<file path="src/rtl/freq_meas_pkg.sv">
// Shared constants for the frequency conversion path: FSM encoding,
// datapath widths and the saturation value reported on overflow.
package freq_meas_pkg;

  localparam int NUM_W  = 64;
  localparam int DEN_W  = 32;
  localparam int ITER_N = 64;
  localparam int CNT_W  = $clog2(ITER_N);

  localparam logic [1:0] ST_IDLE = 2'd0;
  localparam logic [1:0] ST_MUL  = 2'd1;
  localparam logic [1:0] ST_DIV  = 2'd2;
  localparam logic [1:0] ST_DONE = 2'd3;

  localparam logic [DEN_W-1:0] SAT_VAL = 32'hFFFF_FFFF;

endpackage

</file>
<file path="src/rtl/seq_udiv64.sv">
// Unsigned restoring 64/32 divider, one quotient bit per clock, MSB first.
// done_o is high during the cycle whose rising edge retires the last bit.
module seq_udiv64
  import freq_meas_pkg::*;
(
  input  logic             clk,
  input  logic             rst_n,
  input  logic             start_i,
  input  logic [NUM_W-1:0] num_i,
  input  logic [DEN_W-1:0] den_i,
  output logic             done_o,
  output logic [NUM_W-1:0] quo_o,
  output logic             dz_o
);

  logic [NUM_W-1:0] num_q;
  logic [DEN_W-1:0] den_q;
  logic [NUM_W:0]   rem_q;
  logic [NUM_W-1:0] quo_q;
  logic [CNT_W-1:0] cnt_q;
  logic             run_q;
  logic             dz_q;

  logic [NUM_W:0]   rem_shift;
  logic [NUM_W:0]   den_ext;
  logic [NUM_W:0]   rem_next;
  logic             take;

  // A set top remainder bit would make the shifted value exceed any divisor.
  always_comb begin
    rem_shift = {rem_q[NUM_W-1:0], num_q[cnt_q]};
    den_ext   = {{(NUM_W+1-DEN_W){1'b0}}, den_q};
    take      = rem_q[NUM_W] | (rem_shift >= den_ext);
    rem_next  = take ? (rem_shift - den_ext) : rem_shift;
  end

  always_ff @(posedge clk or negedge rst_n) begin
    if (!rst_n) begin
      num_q <= '0;
      den_q <= '0;
      rem_q <= '0;
      quo_q <= '0;
      cnt_q <= '0;
      run_q <= 1'b0;
      dz_q  <= 1'b0;
    end else if (start_i) begin
      num_q <= num_i;
      den_q <= den_i;
      rem_q <= '0;
      quo_q <= '0;
      cnt_q <= CNT_W'(ITER_N - 1);
      run_q <= 1'b1;
      dz_q  <= (den_i == '0);
    end else if (run_q) begin
      rem_q <= rem_next;
      quo_q <= {quo_q[NUM_W-2:0], take};
      cnt_q <= cnt_q - 1'b1;
      if (cnt_q == '0) run_q <= 1'b0;
    end
  end

  assign done_o = run_q && (cnt_q == '0);
  assign quo_o  = quo_q;
  assign dz_o   = dz_q;

endmodule

</file>
<file path="src/rtl/freq_calc.sv">
// Turns a (fx_cnt, gate_cnt) pair into freq_hz = fx_cnt * CLK_SYS_HZ / gate_cnt.
// Define FREQ_CALC_ROUND_EN for round-to-nearest; otherwise the result truncates.
module freq_calc
  import freq_meas_pkg::*;
#(
  parameter logic [31:0] CLK_SYS_HZ = 32'd50_000_000
) (
  input  logic        clk,
  input  logic        rst_n,
  input  logic [31:0] fx_cnt,
  input  logic [31:0] gate_cnt,
  input  logic        data_ready,
  output logic [31:0] freq_hz,
  output logic        freq_valid,
  output logic        busy,
  output logic        err,
  output logic        overrun
);

  logic [1:0]       state_q, state_d;
  logic [31:0]      fx_q, fx_d;
  logic [31:0]      gate_q, gate_d;
  logic [31:0]      freq_q, freq_d;
  logic             err_q, err_d;
  logic             valid_q, valid_d;
  logic             busy_q, busy_d;
  logic             ovr_q, ovr_d;

  logic [NUM_W-1:0] product;
  logic [NUM_W-1:0] numer;
  logic             div_start;
  logic             div_done;
  logic [NUM_W-1:0] quo;
  logic             div_zero;

  assign product = NUM_W'(fx_q) * NUM_W'(CLK_SYS_HZ);

`ifdef FREQ_CALC_ROUND_EN
  // Half the divisor biases the quotient so halves round up.
  assign numer = product + NUM_W'(gate_q >> 1);
`else
  assign numer = product;
`endif

  assign div_start = (state_q == ST_MUL);

  seq_udiv64 u_div (
    .clk     (clk),
    .rst_n   (rst_n),
    .start_i (div_start),
    .num_i   (numer),
    .den_i   (gate_q),
    .done_o  (div_done),
    .quo_o   (quo),
    .dz_o    (div_zero)
  );

  always_comb begin
    state_d   = state_q;
    fx_d      = fx_q;
    gate_d    = gate_q;
    freq_d    = freq_q;
    err_d     = err_q;
    valid_d   = 1'b0;
    case (state_q)
      ST_IDLE: begin
        if (data_ready) begin
          fx_d    = fx_cnt;
          gate_d  = gate_cnt;
          state_d = ST_MUL;
        end
      end
      ST_MUL:  state_d = ST_DIV;
      ST_DIV:  if (div_done) state_d = ST_DONE;
      ST_DONE: begin
        // Divide-by-zero ran the full length; its quotient is discarded here.
        if (div_zero || (quo[63:32] != '0)) begin
          freq_d = SAT_VAL;
          err_d  = 1'b1;
        end else begin
          freq_d = quo[31:0];
          err_d  = 1'b0;
        end
        valid_d = 1'b1;
        state_d = ST_IDLE;
      end
      default: state_d = ST_IDLE;
    endcase
    busy_d = (state_d != ST_IDLE);
    ovr_d  = data_ready && (state_q != ST_IDLE);
  end

  always_ff @(posedge clk or negedge rst_n) begin
    if (!rst_n) begin
      state_q <= ST_IDLE;
      fx_q    <= '0;
      gate_q  <= '0;
      freq_q  <= '0;
      err_q   <= 1'b0;
      valid_q <= 1'b0;
      busy_q  <= 1'b0;
      ovr_q   <= 1'b0;
    end else begin
      state_q <= state_d;
      fx_q    <= fx_d;
      gate_q  <= gate_d;
      freq_q  <= freq_d;
      err_q   <= err_d;
      valid_q <= valid_d;
      busy_q  <= busy_d;
      ovr_q   <= ovr_d;
    end
  end

  assign freq_hz    = freq_q;
  assign freq_valid = valid_q;
  assign busy       = busy_q;
  assign err        = err_q;
  assign overrun    = ovr_q;

endmodule
</file>
<file path="config.mk">
export PLATFORM = sky130hd
export DESIGN_NAME = freq_calc
export DESIGN_NICKNAME = d
export VERILOG_FILES = /design/src/rtl/freq_meas_pkg.sv /design/src/rtl/seq_udiv64.sv /design/src/rtl/freq_calc.sv
export SDC_FILE = /design/constraint.sdc
export NUM_CORES = 2
export LEC_CHECK = 0
export ABC_AREA = 1
export CAP_MARGIN = 20
export CORE_MARGIN = 5
export CORE_UTILIZATION = 40
export DETAILED_ROUTE_END_ITERATION = 7
export MAX_ROUTING_LAYER = met4
export SLEW_MARGIN = 40
export SYNTH_ARGS = -nofsm -noshare
export SYNTH_HDL_FRONTEND = slang
export SYNTH_SLANG_ARGS = --single-unit
</file>
<file path="constraint.sdc">
create_clock -name clk -period 6.28 [get_ports clk]
set_input_delay 1.256 -clock clk [delete_from_list [all_inputs] [get_ports clk]]
set_output_delay 1.256 -clock clk [all_outputs]
set_load 0.03 [all_outputs]
</file>
==> impl_metrics.yaml <==
run_status:
  status: "finished, final reports clean"
worst_setup_path:
  path_delay_family: "adder cells"
  critPathLaunchType: "register"
  cp_common_cell: "fa_1"
  worstPathArrival_ns: 6.43
  worstPathMaxFanout: 8
  worstPathRequired_ns: 6.79
  critPathBufInv: 4
  slowest_delay_ns: 0.60
  cpMaxStageDelayCell: "dfrtp_1"
  critical_path_class: "register to register"
  worstSetupEndpointType: "register"
  cp_cell_sequence: "inv_1 -> fa_1 -> fa_1 -> inv_1 -> fa_1 -> fa_1 -> fa_1 -> inv_1 -> fa_1 -> inv_1 -> ha_1 -> nand2_1 -> nor2_1 -> nand2_1 -> o21ai_0 -> nand3_1 -> nand2_1 -> xor2_1 -> nand2_1 -> nand2_1"
floorplanning:
  boundaryPins: 103
  rows: 99
  start_util_pct: 40.2
  core_area_sq_mm: 0.0728
  die-area_sq_mm: 0.0787
  fp.dieH_um: 281
  die-width_um: 281
yosys:
  synth-seq-cells: 322
  synthTopCellsByArea: "dfrtp_1, fa_1, ha_1"
  synth_nets: 4273
  synth_top_area_share_pct: 27.5
  ys_warn_count: 0
  synth_cell_types: 44
  synth_edf_count: 0
  synth_ff_type: "dfrtp_1"
  netlist_area_sq_mm: 0.0293
  synth.yosys.seq_area_share_pct: 27.5
  syn_inst: 3675
  syn-mean-instance-area_sq_um: 7.97
  ys_async_sr_fraction_pct: 100
  synth_top_area_cell: "dfrtp_1"
clock_tree:
  cts_tree: "done"
  cts_root_buf: "clkbuf_16"
  cts.clk_slew.worst_paths_ns: 0.07
  clock_latency_ns: 0.61
  cts_buffers: 42
  cts_sinks: 322
  cts.path.max_buffers: 3
  h-tree-depth: 2
placement:
  dp_hpwl_um: 66200
  port_buffers: 102
  place_ws_ns: 0.473
  gp_congestion: 0.989
layout:
  antenna_cells: 0
  drive_above_1_share_pct: 4.25
  fin_nets: 4356
  layout_commonest_cell: "nand2_1"
  areaGrowthSynthToFinish_pct: 12.4
  mostFrequentLayoutCells: "nand2_1, inv_1, dfrtp_1"
route:
  routed-via-count: 23573
  drc_errors: 0
  viasPerCell: 4.96
  wl_per_cell_um: 17.4
  drt-initial-drc-count: 1641
  first_pass_iters: 6
  wl_um: 82400
  ant_nets: 0
global_route:
  grt_first_pass_wirelength_um: 134000
  grt_max_degree: 127
  first_global_vias: 24186
  grt_use_total_pct: 21.8
  antenna_found_initial: 0
  gr-total-overflow: 0
sta:
  hold_viol: 0
  slew-limit-headroom_pct: 46.2
  finalSetupTns_ns: 0
  setup_ws_ns: 0.356
  setup_viol_count_final: 0
  fmax_mhz: 169
  tightest_slew_ns: 0.807
  clock_skew_ns: 0.0515
  period_needed_ns: 5.92
  maxSlewViolCount: 0
  rsz0062_at_grt: "no"
  fin_crit_sh_pct: 94.3
run:
  maxCapViolations: 0
min_path:
  hold_class: "register to register"
==> final timing paths <==
path                                 start              end  slack [ns]  cells after the start
setup / recovery                   fx_q[6]  u_div.num_q[43]        0.36                     20
hold / removal             u_div.num_q[43]  u_div.num_q[43]        0.48                      2
setup reg to reg                   fx_q[6]  u_div.num_q[43]        0.36                     20
hold reg to reg            u_div.num_q[43]  u_div.num_q[43]        0.48                      2
max in group asynchronous            rst_n  u_div.rem_q[41]        4.43                      2
min in group asynchronous            rst_n        gate_q[7]        0.65                      1
==> logic make-up (layout without fill, tap and decap cells) <==
group | after synthesis | count (layout) | share of synthesized area (%)
and+or+nand+nor | 1448 | 1448 | 20.3
buffers and inverters | 816 | 932 | 10.6
adders and majority gates | 531 | 531 | 29.5
AOI/OAI and AO/OA | 449 | 449 | 8.50
DFF | 322 | 322 | 27.5
xor gates and xnor gates | 71 | 71 | 2.12
muxes | 38 | 38 | 1.46
==> synthesized netlist by cell type (all sizes together) (35+ instances only) <==
cell and number:
o22ai 68, mux2 38, o21ai 197, xor2 35, nor2 302, nand3 156
dfrtp 322, clkbuf 68, nand2 881, fa 267, a21oi 122, ha 264
inv 730, xnor2 36
==> per-layer routing <==
metal	routed length (um)	track usage, %	share of wire (%)	up-vias
met1	37700	29.2	46	11241
met5	0	-	0	-
met2	37900	35.0	46	528
met3	3810	2.77	4.6	160
li1	-	-	-	11644
met4	2970	6.82	3.6	0
==> metrics by stage <==
stage	std cells	utilization, %	area (sq um)	hold slack, ns
5_1_grt	4750	45.2	32900	0.498
6_report	4750	45.2	32900	0.478
4_1_cts	4749	45.2	32900	0.481
2_1_floorplan	3675	-	29300	0.442
3_3_place_gp	4672	43.1	31400	0.462
3_5_place_dp	4672	43.1	31400	0.465
==> layout make-up <==
class	count	area [sq um]
Clock inverter	20	340
Clock buffer	57	1190
Fill cell	7415	39900
Multi-Input combinational cell	2537	18200
Tap cell	959	1200
Timing Repair Buffer	123	1220
Inverter	732	2750
Sequential cell	322	8060
==> sequential cells by signal, indices dropped and copies added, names as in the netlist, 2 cells and up <==
register and cells:
freq_hz 32, fx_q 32, gate_q 32, state_q 2, u_div.cnt_q 6, u_div.den_q 32, u_div.num_q 51, u_div.quo_o 64
u_div.rem_q 65
==> tightest hold or removal path: stages, from the launching register on <==
cell and delay [ns]:
dfrtp_1 0.34, nand2_1 0.05, nand2_1 0.05
==> timing repair <==
item                                    4_1_cts  5_1_grt
buffers inserted                              0        0
gates resized for setup                       0        1
endpoints found under the setup margin        0        1
hold endpoints to repair                      0        0
hold buffers                                  0        0
Power is not shown: default switching activity piles up to over one toggle a cycle in this logic, so the estimate is an artifact.
